`src/rtl/regwb_pkg.sv`:
```
// Shared widths and write-source encoding for the register writeback arbiter.
package regwb_pkg;

  localparam int XLEN       = 32;
  localparam int REG_ADDR_W = 5;
  localparam int NUM_REGS   = 32;

  typedef enum logic [1:0] {
    WB_NONE = 2'd0,
    WB_PIPE = 2'd1,
    WB_LLU  = 2'd2
  } wb_src_e;

endpackage

```
`src/rtl/regwb_scoreboard.sv`:
```
// Pending-destination bitmap for long-latency ops and the decode hazard check.
module regwb_scoreboard
  import regwb_pkg::*;
(
  input  logic                  clk_i,
  input  logic                  rst_ni,
  input  logic                  set_en,
  input  logic [REG_ADDR_W-1:0] set_rd,
  input  logic                  wr_en,
  input  logic [REG_ADDR_W-1:0] wr_rd,
  input  logic [REG_ADDR_W-1:0] rs1_addr,
  input  logic [REG_ADDR_W-1:0] rs2_addr,
  input  logic [REG_ADDR_W-1:0] rd_addr,
  output logic [NUM_REGS-1:0]   pending,
  output logic                  hazard
);

  logic [NUM_REGS-1:0] pending_reg;
  wire  [NUM_REGS-1:0] pending_next;
  wire  [NUM_REGS-1:0] fwd_mask;
  logic [NUM_REGS-1:0] pending_vis;

  // x0 is never tracked, so it can never raise a hazard.
  assign pending_next[0] = 1'b0;
  assign fwd_mask[0]     = 1'b0;

  genvar gi;
  generate
    for (gi = 1; gi < NUM_REGS; gi++) begin : g_bit
      // A new issue beats the retiring write to the same register.
      assign pending_next[gi] = (set_en && (set_rd == REG_ADDR_W'(gi))) ||
                                (pending_reg[gi] && !(wr_en && (wr_rd == REG_ADDR_W'(gi))));
      assign fwd_mask[gi]     = wr_en && (wr_rd == REG_ADDR_W'(gi));
    end
  endgenerate

  always_ff @(posedge clk_i or negedge rst_ni) begin
    if (!rst_ni) begin
      pending_reg <= '0;
    end else begin
      pending_reg <= pending_next;
    end
  end

  // The register being written this cycle is forwarded by the register file.
  always_comb begin
    pending_vis = pending_reg & ~fwd_mask;
    hazard      = pending_vis[rs1_addr] | pending_vis[rs2_addr] | pending_vis[rd_addr];
  end

  assign pending = pending_reg;

endmodule

```
`src/rtl/regwb_arbiter.sv`:
```
// Register-file write port arbiter between the pipeline and a buffered LLU result.
// Optional starvation guard: define REGWB_STARVE_GUARD_EN.
module regwb_arbiter
  import regwb_pkg::*;
#(
  parameter int STARVE_LIMIT = 4
) (
  input  logic                  clk_i,
  input  logic                  rst_ni,
  input  logic                  wb_we_i,
  input  logic [REG_ADDR_W-1:0] wb_addr_i,
  input  logic [XLEN-1:0]       wb_data_i,
  input  logic                  llu_issue_i,
  input  logic [REG_ADDR_W-1:0] llu_issue_rd_i,
  input  logic                  llu_valid_i,
  input  logic [REG_ADDR_W-1:0] llu_rd_i,
  input  logic [XLEN-1:0]       llu_data_i,
  output logic                  llu_ready_o,
  input  logic [REG_ADDR_W-1:0] rs1_addr_i,
  input  logic [REG_ADDR_W-1:0] rs2_addr_i,
  input  logic [REG_ADDR_W-1:0] rd_addr_i,
  output logic                  hazard_o,
  output logic                  stall_o,
  output logic                  RegWrite_o,
  output logic [REG_ADDR_W-1:0] RDaddr_o,
  output logic [XLEN-1:0]       RDdata_o,
  output logic [NUM_REGS-1:0]   pending_o
);

  logic                  buf_valid_reg, buf_valid_next;
  logic [REG_ADDR_W-1:0] buf_rd_reg,    buf_rd_next;
  logic [XLEN-1:0]       buf_data_reg,  buf_data_next;

  wb_src_e wb_src;
  logic    pipe_req;
  logic    force_slot;
  logic    buf_grant;
  logic    llu_accept;

  assign pipe_req = wb_we_i && (wb_addr_i != '0);

  always_comb begin
    wb_src = WB_NONE;
    if (pipe_req && !force_slot) begin
      wb_src = WB_PIPE;
    end else if (buf_valid_reg) begin
      wb_src = WB_LLU;
    end
  end

  assign buf_grant   = (wb_src == WB_LLU);
  assign llu_ready_o = !buf_valid_reg || buf_grant;
  assign llu_accept  = llu_valid_i && llu_ready_o;

  // Held at zero during reset even if the pipeline is still requesting.
  always_comb begin
    RegWrite_o = 1'b0;
    RDaddr_o   = '0;
    RDdata_o   = '0;
    if (rst_ni) begin
      case (wb_src)
        WB_PIPE: begin
          RegWrite_o = 1'b1;
          RDaddr_o   = wb_addr_i;
          RDdata_o   = wb_data_i;
        end
        WB_LLU: begin
          RegWrite_o = 1'b1;
          RDaddr_o   = buf_rd_reg;
          RDdata_o   = buf_data_reg;
        end
        default: ;
      endcase
    end
  end

  // Results for x0 are accepted but dropped on the floor.
  always_comb begin
    buf_valid_next = buf_valid_reg;
    buf_rd_next    = buf_rd_reg;
    buf_data_next  = buf_data_reg;
    if (llu_accept && (llu_rd_i != '0)) begin
      buf_valid_next = 1'b1;
      buf_rd_next    = llu_rd_i;
      buf_data_next  = llu_data_i;
    end else if (buf_grant) begin
      buf_valid_next = 1'b0;
    end
  end

  always_ff @(posedge clk_i or negedge rst_ni) begin
    if (!rst_ni) begin
      buf_valid_reg <= 1'b0;
      buf_rd_reg    <= '0;
      buf_data_reg  <= '0;
    end else begin
      buf_valid_reg <= buf_valid_next;
      buf_rd_reg    <= buf_rd_next;
      buf_data_reg  <= buf_data_next;
    end
  end

`ifdef REGWB_STARVE_GUARD_EN
  localparam int CNT_W = (STARVE_LIMIT > 0) ? $clog2(STARVE_LIMIT + 1) : 1;

  logic [CNT_W-1:0] starve_cnt_reg, starve_cnt_next;

  always_comb begin
    starve_cnt_next = starve_cnt_reg;
    if (buf_grant) begin
      starve_cnt_next = '0;
    end else if (buf_valid_reg && (starve_cnt_reg != CNT_W'(STARVE_LIMIT))) begin
      starve_cnt_next = starve_cnt_reg + CNT_W'(1);
    end
  end

  always_ff @(posedge clk_i or negedge rst_ni) begin
    if (!rst_ni) begin
      starve_cnt_reg <= '0;
    end else begin
      starve_cnt_reg <= starve_cnt_next;
    end
  end

  assign force_slot = buf_valid_reg && (starve_cnt_reg == CNT_W'(STARVE_LIMIT));
  assign stall_o    = force_slot && pipe_req;
`else
  // The limit only matters when the guard is built in.
  assign force_slot = 1'b0 && (STARVE_LIMIT != 0);
  assign stall_o    = 1'b0;
`endif

  regwb_scoreboard u_scoreboard (
    .clk_i    (clk_i),
    .rst_ni   (rst_ni),
    .set_en   (llu_issue_i),
    .set_rd   (llu_issue_rd_i),
    .wr_en    (buf_grant),
    .wr_rd    (buf_rd_reg),
    .rs1_addr (rs1_addr_i),
    .rs2_addr (rs2_addr_i),
    .rd_addr  (rd_addr_i),
    .pending  (pending_o),
    .hazard   (hazard_o)
  );

endmodule

```
`config.mk`:
```
export PLATFORM = sky130hd
export DESIGN_NAME = regwb_arbiter
export DESIGN_NICKNAME = d
export VERILOG_FILES = /design/src/rtl/regwb_pkg.sv /design/src/rtl/regwb_scoreboard.sv /design/src/rtl/regwb_arbiter.sv
export SDC_FILE = /design/constraint.sdc
export NUM_CORES = 1
export LEC_CHECK = 0
export ABC_AREA = 1
export CORE_UTILIZATION = 49
export CTS_CLUSTER_SIZE = 40
export DETAILED_ROUTE_END_ITERATION = 10
export PLACE_DENSITY = 0.94
export SETUP_SLACK_MARGIN = 0.2
export SYNTH_ARGS = -nofsm -noshare
export SYNTH_HDL_FRONTEND = slang
export SYNTH_SLANG_ARGS = --single-unit
```
`constraint.sdc`:
```
create_clock -name clk_i -period 5.5 [get_ports clk_i]
set_clock_uncertainty 0.15 [all_clocks]
set_input_delay 0.55 -clock clk_i [delete_from_list [all_inputs] [get_ports clk_i]]
set_output_delay 0.55 -clock clk_i [all_outputs]
set_load 0.1 [all_outputs]
```
After elaboration in Yosys (flattened, before gate mapping)
Cells that the tools add are included.
{"block": "word_totals", "register_bits": 69, "in_bits": 99, "output_inout_bits": 73, "wordCells": 255}
{"block": "classes", "order_cmp": 3, "eq_ne": 64, "n_mux": 16, "bitwise_logic": 4, "reduce_logical": 164}
{"op": "5-bit equality test, second input constant", "n": 32}
{"op": "1-bit logical AND", "n": 96}
{"op": "5-bit by 4-bit equality test with 1-bit output, second input constant", "n": 16}
{"op": "32-bit case mux with 2 select lines", "n": 1}
{"op": "5-bit by 3-bit equality test with 1-bit output, second input constant", "n": 8}
{"op": "32-bit AND", "n": 1}
{"op": "1-bit logical NOT", "n": 32}
{"op": "1-bit logical OR", "n": 32}
{"op": "32-bit 2-to-1 mux", "n": 1}
{"op": "32-bit inverter", "n": 1}
{"op": "5-bit by 2-bit equality test with 1-bit output, second input constant", "n": 4}
{"op": "5-bit by 6-bit < comparator with 1-bit output, second input constant", "n": 3}
{"op": "1-bit binary-select mux with 5-bit select", "n": 3}
{"op": "5-bit by 1-bit equality test with 1-bit output, second input constant", "n": 2}
{"op": "5-bit case mux with 2 select lines", "n": 1}
{"op": "5-bit nonzero test", "n": 2}
{"op": "1-bit 2-to-1 mux", "n": 7}
{"op": "5-bit 2-to-1 mux", "n": 1}
{"op": "2-bit 2-to-1 mux", "n": 2}
{"op": "2-bit by 1-bit equality test with 1-bit output, second input constant", "n": 1}
{"op": "2-bit equality test, second input constant", "n": 1}
{"op": "1-bit OR", "n": 2}
{"op": "2-bit nonzero test", "n": 1}
{"op": "2-bit OR reduction", "n": 1}

Logic depth before layout (Yosys ltp)
Gate-level depths: netlist (run 1).
{"block": "logic_depth", "word_depth": 11, "mapped_depth": 15, "mapped_depth_nobuf": 15}

Cells and area by module
From an unflattened synthesis (run 1), not the netlist that was laid out.
{"block": "hier_totals", "cells_unflattened": 736, "area_unflattened_um2": 4885.9}
{"mod": "regwb_scoreboard", "n_inst": 1, "cells_per_inst": 428, "area_each_um2": 2452.4, "seq_area_each_um2": 775.7}
{"mod": "regwb_arbiter", "n_inst": 1, "cells_per_inst": 308, "area_each_um2": 2433.6, "seq_area_each_um2": 950.9}

Least setup slack after synthesis (run 1)
OpenSTA, ideal clock, no wires.
{"block": "synth_path", "path_type": "input-to-output", "start": "in wb_addr_i[0]", "end": "out RDaddr_o[0]", "arrival_time_ns": 2.892, "t_required_ns": 4.800, "slack_ns": 1.908, "cell_stages": 8, "n_path_buf": 1, "cell_sequence": "nor2_1 nand3_1 nand2_2 inv_2 nor2_2 buf_2 nand2_1 a21oi_1"}
{"block": "synth_via", "elab_chain_len": 6, "elab_cells_between_ends": 7, "cone_classes": "eq/ne (2); mux (3); reduce/logical (2)"}
{"element": "from (decl)", "line_no": "regwb_arbiter.sv:11", "source": "input logic [REG_ADDR_W-1:0] wb_addr_i,"}
{"element": "5-bit nonzero test", "line_no": "regwb_arbiter.sv:40", "source": "assign pipe_req = wb_we_i && (wb_addr_i != '0);"}
{"element": "1-bit logical AND", "line_no": "regwb_arbiter.sv:40"}
{"element": "2-bit 2-to-1 mux", "line_no": "regwb_arbiter.sv:44", "source": "if (pipe_req && !force_slot) begin"}
{"element": "2-bit equality test / 2-bit by 1-bit equality test with 1-bit output (equally long branches)", "line_no": "regwb_arbiter.sv:61", "source": "case (wb_src)"}
{"element": "5-bit case mux with 2 select lines *", "line_no": "regwb_arbiter.sv:61"}
{"element": "5-bit 2-to-1 mux *", "line_no": "regwb_arbiter.sv:60", "source": "if (rst_ni) begin"}
{"element": "to (decl)", "line_no": "regwb_arbiter.sv:25", "source": "output logic [REG_ADDR_W-1:0] RDaddr_o,"}
Mark *: on every way between the ends. The rest lies on a longest branch, timed or not.

Worst setup path after layout (run 1)
{"block": "layout_path", "start": "in wb_addr_i[2]", "end": "out llu_ready_o"}
{"block": "layout_via", "elab_chain_len": 5}
{"element": "5-bit nonzero test", "line_no": "regwb_arbiter.sv:40"}
{"element": "1-bit logical AND", "line_no": "regwb_arbiter.sv:40"}
{"element": "2-bit 2-to-1 mux", "line_no": "regwb_arbiter.sv:44"}
{"element": "2-bit equality test", "line_no": "regwb_arbiter.sv:51", "source": "assign buf_grant = (wb_src == WB_LLU);"}
{"element": "1-bit logical OR", "line_no": "regwb_arbiter.sv:52", "source": "assign llu_ready_o = !buf_valid_reg || buf_grant;"}
{"element": "to (decl)", "line_no": "regwb_arbiter.sv:18", "source": "output logic llu_ready_o,"}
No other way between the ends.

==> results of run 1 <==
area by class of cell:
type / instances / area [um^2]
multi-input combinational: 560 / 2630
inverter: 45 / 169
fill: 765 / 2730
timing repair buffer: 173 / 1620
clock inverter: 3 / 43.8
tap: 129 / 161
sequential: 69 / 1730
clock buffer: 13 / 159
where the power goes:
part	switching [W]	leakage (nW)	internal, W
clock	0.000199	0.104	0.000235
sequential	0.000130	0.812	0.000626
combinational	0.00109	2.11	0.000358
synth_stat cells:
cell type	number	share of area
inv_1	39	0.031
nand2_1	253	0.20
buf_4	7	0.011
nor2_1	76	0.061
nand3_2	1	0.0021
o311ai_4	1	0.0056
nor3_1	2	0.0021
inv_2	6	0.0048
mux2_1	1	0.0024
mux2_2	31	0.074
nor2_2	6	0.0080
o21ai_0	34	0.036
nand2_2	2	0.0027
buf_2	14	0.015
dfrtp_1	69	0.37
a21oi_1	42	0.045
conb_1	1	0.00080
clkbuf_1	14	0.011
nand3_1	109	0.12
logic make-up after synthesis:
logic type,Yosys count,synth area share
AO/OA/AOI/OAI,77,0.0867
buffers and inverters,80,0.0733
flip-flops,69,0.368
multiplexers,32,0.0768
other,1,0.000799
AND/OR/NAND/NOR,449,0.394
critical path, cell delays in order:
cell and delay (ns):
clkdlybuf4s50_1 0.42, nor2_1 0.18, nand3_1 0.11, nand2_2 0.43, inv_2 0.43, nand2_2 0.22, clkdlybuf4s50_1 1.18
worst max-delay path by stage:
stage / start / end / slack (ns) / cells past startpoint
4_1_cts: wb_addr_i[2] / llu_ready_o / 1.28 / 7
2_1_floorplan: wb_addr_i[0] / RDaddr_o[0] / 1.91 / 8
6_report: wb_addr_i[2] / llu_ready_o / 1.26 / 7
3_5_place_dp: wb_addr_i[2] / llu_ready_o / 1.28 / 7
3_3_place_gp: wb_addr_i[2] / llu_ready_o / 1.35 / 7
5_1_grt: wb_addr_i[2] / llu_ready_o / 1.08 / 7
per-stage QoR:
stage                     setup WS [ns]  hold WS, ns
after floorplan                    1.91        0.104
after global placement             1.35        0.334
after detailed placement           1.28        0.344
after CTS                          1.28        0.303
after global routing               1.08        0.355
final                              1.26        0.262
per-layer routing:
metal / global-route usage / routed length [um] / vias up / part of all wire
met2: 0.562 / 7800 / 320 / 0.45
met1: 0.480 / 7120 / 2518 / 0.41
met5: 0 / 0 / - / 0
met3: 0.0710 / 1660 / 63 / 0.096
li1: - / - / 2586 / -
met4: 0.161 / 668 / 0 / 0.039
==> reports/qor.yml, run 1 <==
outcome: "finished, final reports clean"
dieArea_mm2: 0.00997
antenna_found_initial: 0
syn_avg_cell_area_um2: 6.63
numCtsBuffers: 9
placed_area_mm2: 0.00630
max_slew_margin: 0.323
cap_violations: 0
clk_pin_slew_worst_paths_ns: 0.08
vias: 5487
fp-row-count: 35
fin_crit_ns: 4.24
via_per_inst: 5.53
area_growth_pct: 38.7
cts_sinks: 69
cts-root-buf: "clkbuf_8"
port_buffers: 169
finalSetupTns_ns: 0
worstSetupPathType: "input port to output port"
reg2reg_from: "buf_valid_reg$_DFFE_PN0P_"
drt_wl_total_um: 17300
largest_reg_flops: 32
layout_common_cells: "nand2_1 (253), clkdlybuf4s50_1 (130), nand3_1 (109)"
ff2ff_setup_slack_ns: 2.97
holdCritPathClass: "input port to async pin"
utilization: 0.704
worst_slew_pin_slew_ns: 1.01
ys_types: 19
ctsHoldBuffers: 0
reg2reg_to: "buf_data_reg[26]$_DFFE_PN0P_"
ys.warnings.count: 0
start_kind: "input port"
wl_per_cell_um: 17.4
ff2ff_path_depth: 4
ant_nets: 0
power_leakage_nw: 3.03
yosysSeqAreaShare: 0.368
clock_latency_ns: 0.35
final.period_utilization: 0.771
rsz0062_at_grt: "no"
syn_inst: 708
cts_max_level: 3
syn_area_mm2: 0.00469
drive_gt1_frac: 0.121
drtIter0Drc: 507
track_usage: 0.358
max-vdd-ir-drop_uv: 375
nets: 957
finalHoldViolations: 0
final_common_cell: "nand2_1"
grt_pass1_wl_um: 27000
cts.repair.resized: 0
clk_path_buf_depth: 2
dp.cells: 976
dpl.hpwl_um: 13200
crit_arrival_ns: 3.54
worstSetupEndpointType: "output port"
cts_tree: "yes"
power_density_mw_per_mm2: 405
drv_slew: 0
antenna_cells: 0
grt_max_degree: 70
cts_setup_buffers: 0
grt.overflow.total: 0
first_pass_iters: 6
design_area_mm2: 0.00651
drc: 0
power_w: 0.00263
max_freq_ghz: 0.236
die-width_um: 99.9
setup_viol: 0
initial_core_util: 0.508
cp.required_ns: 4.80
die_y_um: 99.9
first_global_vias: 5167
core_mm2: 0.00924
layout.cells.non_filler: 992
io_pins: 172
path_max_fanout: 37
gp_congestion: 0.995
synth-seq-cells: 69
(Power assumes the default switching activity.)
==> run 2: changes to the inputs <==
- CORE_UTILIZATION: 49 -> 41
- PLACE_DENSITY: 0.94 -> 0.85
- clock period: 5.5 -> 3.55 ns (I/O delays scaled with it)
==> run 2 against run 1 <==
Effect of this change:
- cell area is 12% higher
- sequential power is 53% higher
- total power is 78% higher
- largest cell class unchanged
- utilization is 3.9 points lower
==> reports/qor.yml, run 2 (synthesis results as in run 1) <==
start_kind: "input port"
p_comb_frac: 0.508
io_pins: 172
cap_violations: 0
crit_slowest_cell: "clkdlybuf4s50_1"
cts_max_level: 3
utilization: 0.666
wl_met1_um: 7460
clock_power_share: 0.244
vias: 5625
antenna_found_initial: 0
power_density_mw_per_mm2: 640
wl_met2_um: 9040
clk_path_buf_depth: 2
outcome: "finished, final reports clean"
grt_pass1_wl_um: 29100
grt_max_degree: 70
path_common_cell: "nand2_1"
finalHoldViolations: 0
cts-root-buf: "clkbuf_16"
die-width_um: 109
nets: 970
cts_sinks: 69
track_usage: 0.331
fp-row-count: 38
drtIter0Drc: 480
gp_congestion: 1.00
antenna_cells: 0
top_layer_used: "met4"
path_max_fanout: 33
crit_arrival_ns: 2.69
final_common_cell: "nand2_1"
first_global_vias: 5461
p_sw_w: 0.00227
core_mm2: 0.0110
die_y_um: 109
drt_wl_total_um: 18900
drive_gt1_frac: 0.138
finalHoldWorstSlack_ns: 0.109
max-vdd-ir-drop_uv: 754
port_buffers: 169
fin_crit_ns: 3.20
area_growth_pct: 55.8
seqPwrFrac: 0.248
cp.required_ns: 3.04
layout_common_cells: "nand2_1 (253), clkdlybuf4s50_1 (128), nand3_1 (109)"
worstSetupEndpointType: "output port"
placed_area_mm2: 0.00692
clock_latency_ns: 0.34
worstSetupPathType: "input port to output port"
largest_reg_flops: 32
rsz0062_at_grt: "no"
setup_viol: 0
sw_frac_of_total: 0.486
clk_pin_slew_worst_paths_ns: 0.06
ctsHoldBuffers: 0
max_freq_ghz: 0.313
max_slew_margin: 0.332
finalSetupTns_ns: 0
worst_slew_pin_slew_ns: 1.00
grt.overflow.total: 0
drv_slew: 0
final.period_utilization: 0.901
via_per_inst: 5.54
power_leakage_nw: 3.32
holdCritPathClass: "input port to async pin"
numCtsBuffers: 9
p_int_w: 0.00241
drc: 0
cts_tree: "yes"
initial_core_util: 0.427
cp_cell_sequence: "clkdlybuf4s50_1 > nor2_1 > nand3_1 > nand2_8 > nand3_1 > nand2_1 > nor2_1 > nor2_1 > nand2_1 > nand3_1 > nand2_1 > nand2_1 > nand2_1 > nor2_1 > nand2_1 > buf_12"
dieArea_mm2: 0.0119
max_stage_delay_ns: 0.48
first_pass_iters: 6
dpl.hpwl_um: 14300
wl_per_cell_um: 18.6
ant_nets: 0
design_area_mm2: 0.00731
wl_met3_um: 1660
==> run 2: cell types whose count changed in the layout (fill, tap and decap cells not counted), sizes merged <==
| cell | previous run | this run |
|---|---|---|
| bufinv | 1 | 4 |
| clkbuf | 13 | 10 |
| buf | 43 | 58 |
| clkdlybuf4s50 | 130 | 128 |
==> run 2: layout make-up <==
type	count	area (um^2)
fillers	905	3670
multi-input cells	560	2640
repair buffers	186	2230
flip-flops and latches	69	1730
clock buffers	10	239
well taps	140	175
inverters	45	169
clock inverters	6	134
==> run 2: repair_timing <==
item / in CTS / in global routing
setup endpoints to repair: 0 / 4
gates resized for setup: 0 / 2
buffers inserted: 0 / 0
==> run 2: final timing paths <==
kind / startpoint / end / slack [ns] / cells past startpoint
setup / recovery: wb_addr_i[4] / hazard_o / 0.35 / 16
hold / removal: rst_ni / buf_data_reg[4]$_DFFE_PN0P_ / 0.11 / 2
setup reg to reg: buf_valid_reg$_DFFE_PN0P_ / buf_data_reg[30]$_DFFE_PN0P_ / 0.96 / 5
hold reg to reg: buf_data_reg[9]$_DFFE_PN0P_ / buf_data_reg[9]$_DFFE_PN0P_ / 0.36 / 1
max in group asynchronous: rst_ni / u_scoreboard.pending[30]$_DFF_PN0_ / 2.53 / 2
min in group clk_i: buf_data_reg[9]$_DFFE_PN0P_ / buf_data_reg[9]$_DFFE_PN0P_ / 0.36 / 1
==> run 2: metal layers <==
metal,up-vias,track usage
met1,2607,0.425
met2,335,0.540
met5,-,0
met3,63,0.0622
li1,2620,-
met4,0,0.147
==> run 2: worst max-delay path, delay by kind of cell <==
family / cells / cell delay (ns)
buffers and inverters: 2 / 0.65
AND/OR/NAND/NOR: 14 / 1.65
==> run 2: power groups by stage <==
| stage | Combinational (W) | Clock [W] | Sequential [W] |
|---|---|---|---|
| after floorplan | 0.000813 | 0 | 0.00194 |
| after global placement | 0.00234 | 0 | 0.00115 |
| after detailed placement | 0.00235 | 0 | 0.00116 |
| after CTS | 0.00236 | 0.00115 | 0.00115 |
| after global routing | 0.00248 | 0.00117 | 0.00118 |
| final | 0.00237 | 0.00114 | 0.00116 |
==> run 2: per-stage QoR <==
stage,cells,total power (W),setup WS (ns)
CTS,1016,0.00466,0.247
finish,1016,0.00468,0.351
global route,1016,0.00484,0.202
global placement,1000,0.00350,0.249
floorplan,709,0.00275,0.348
detailed placement,1000,0.00351,0.260
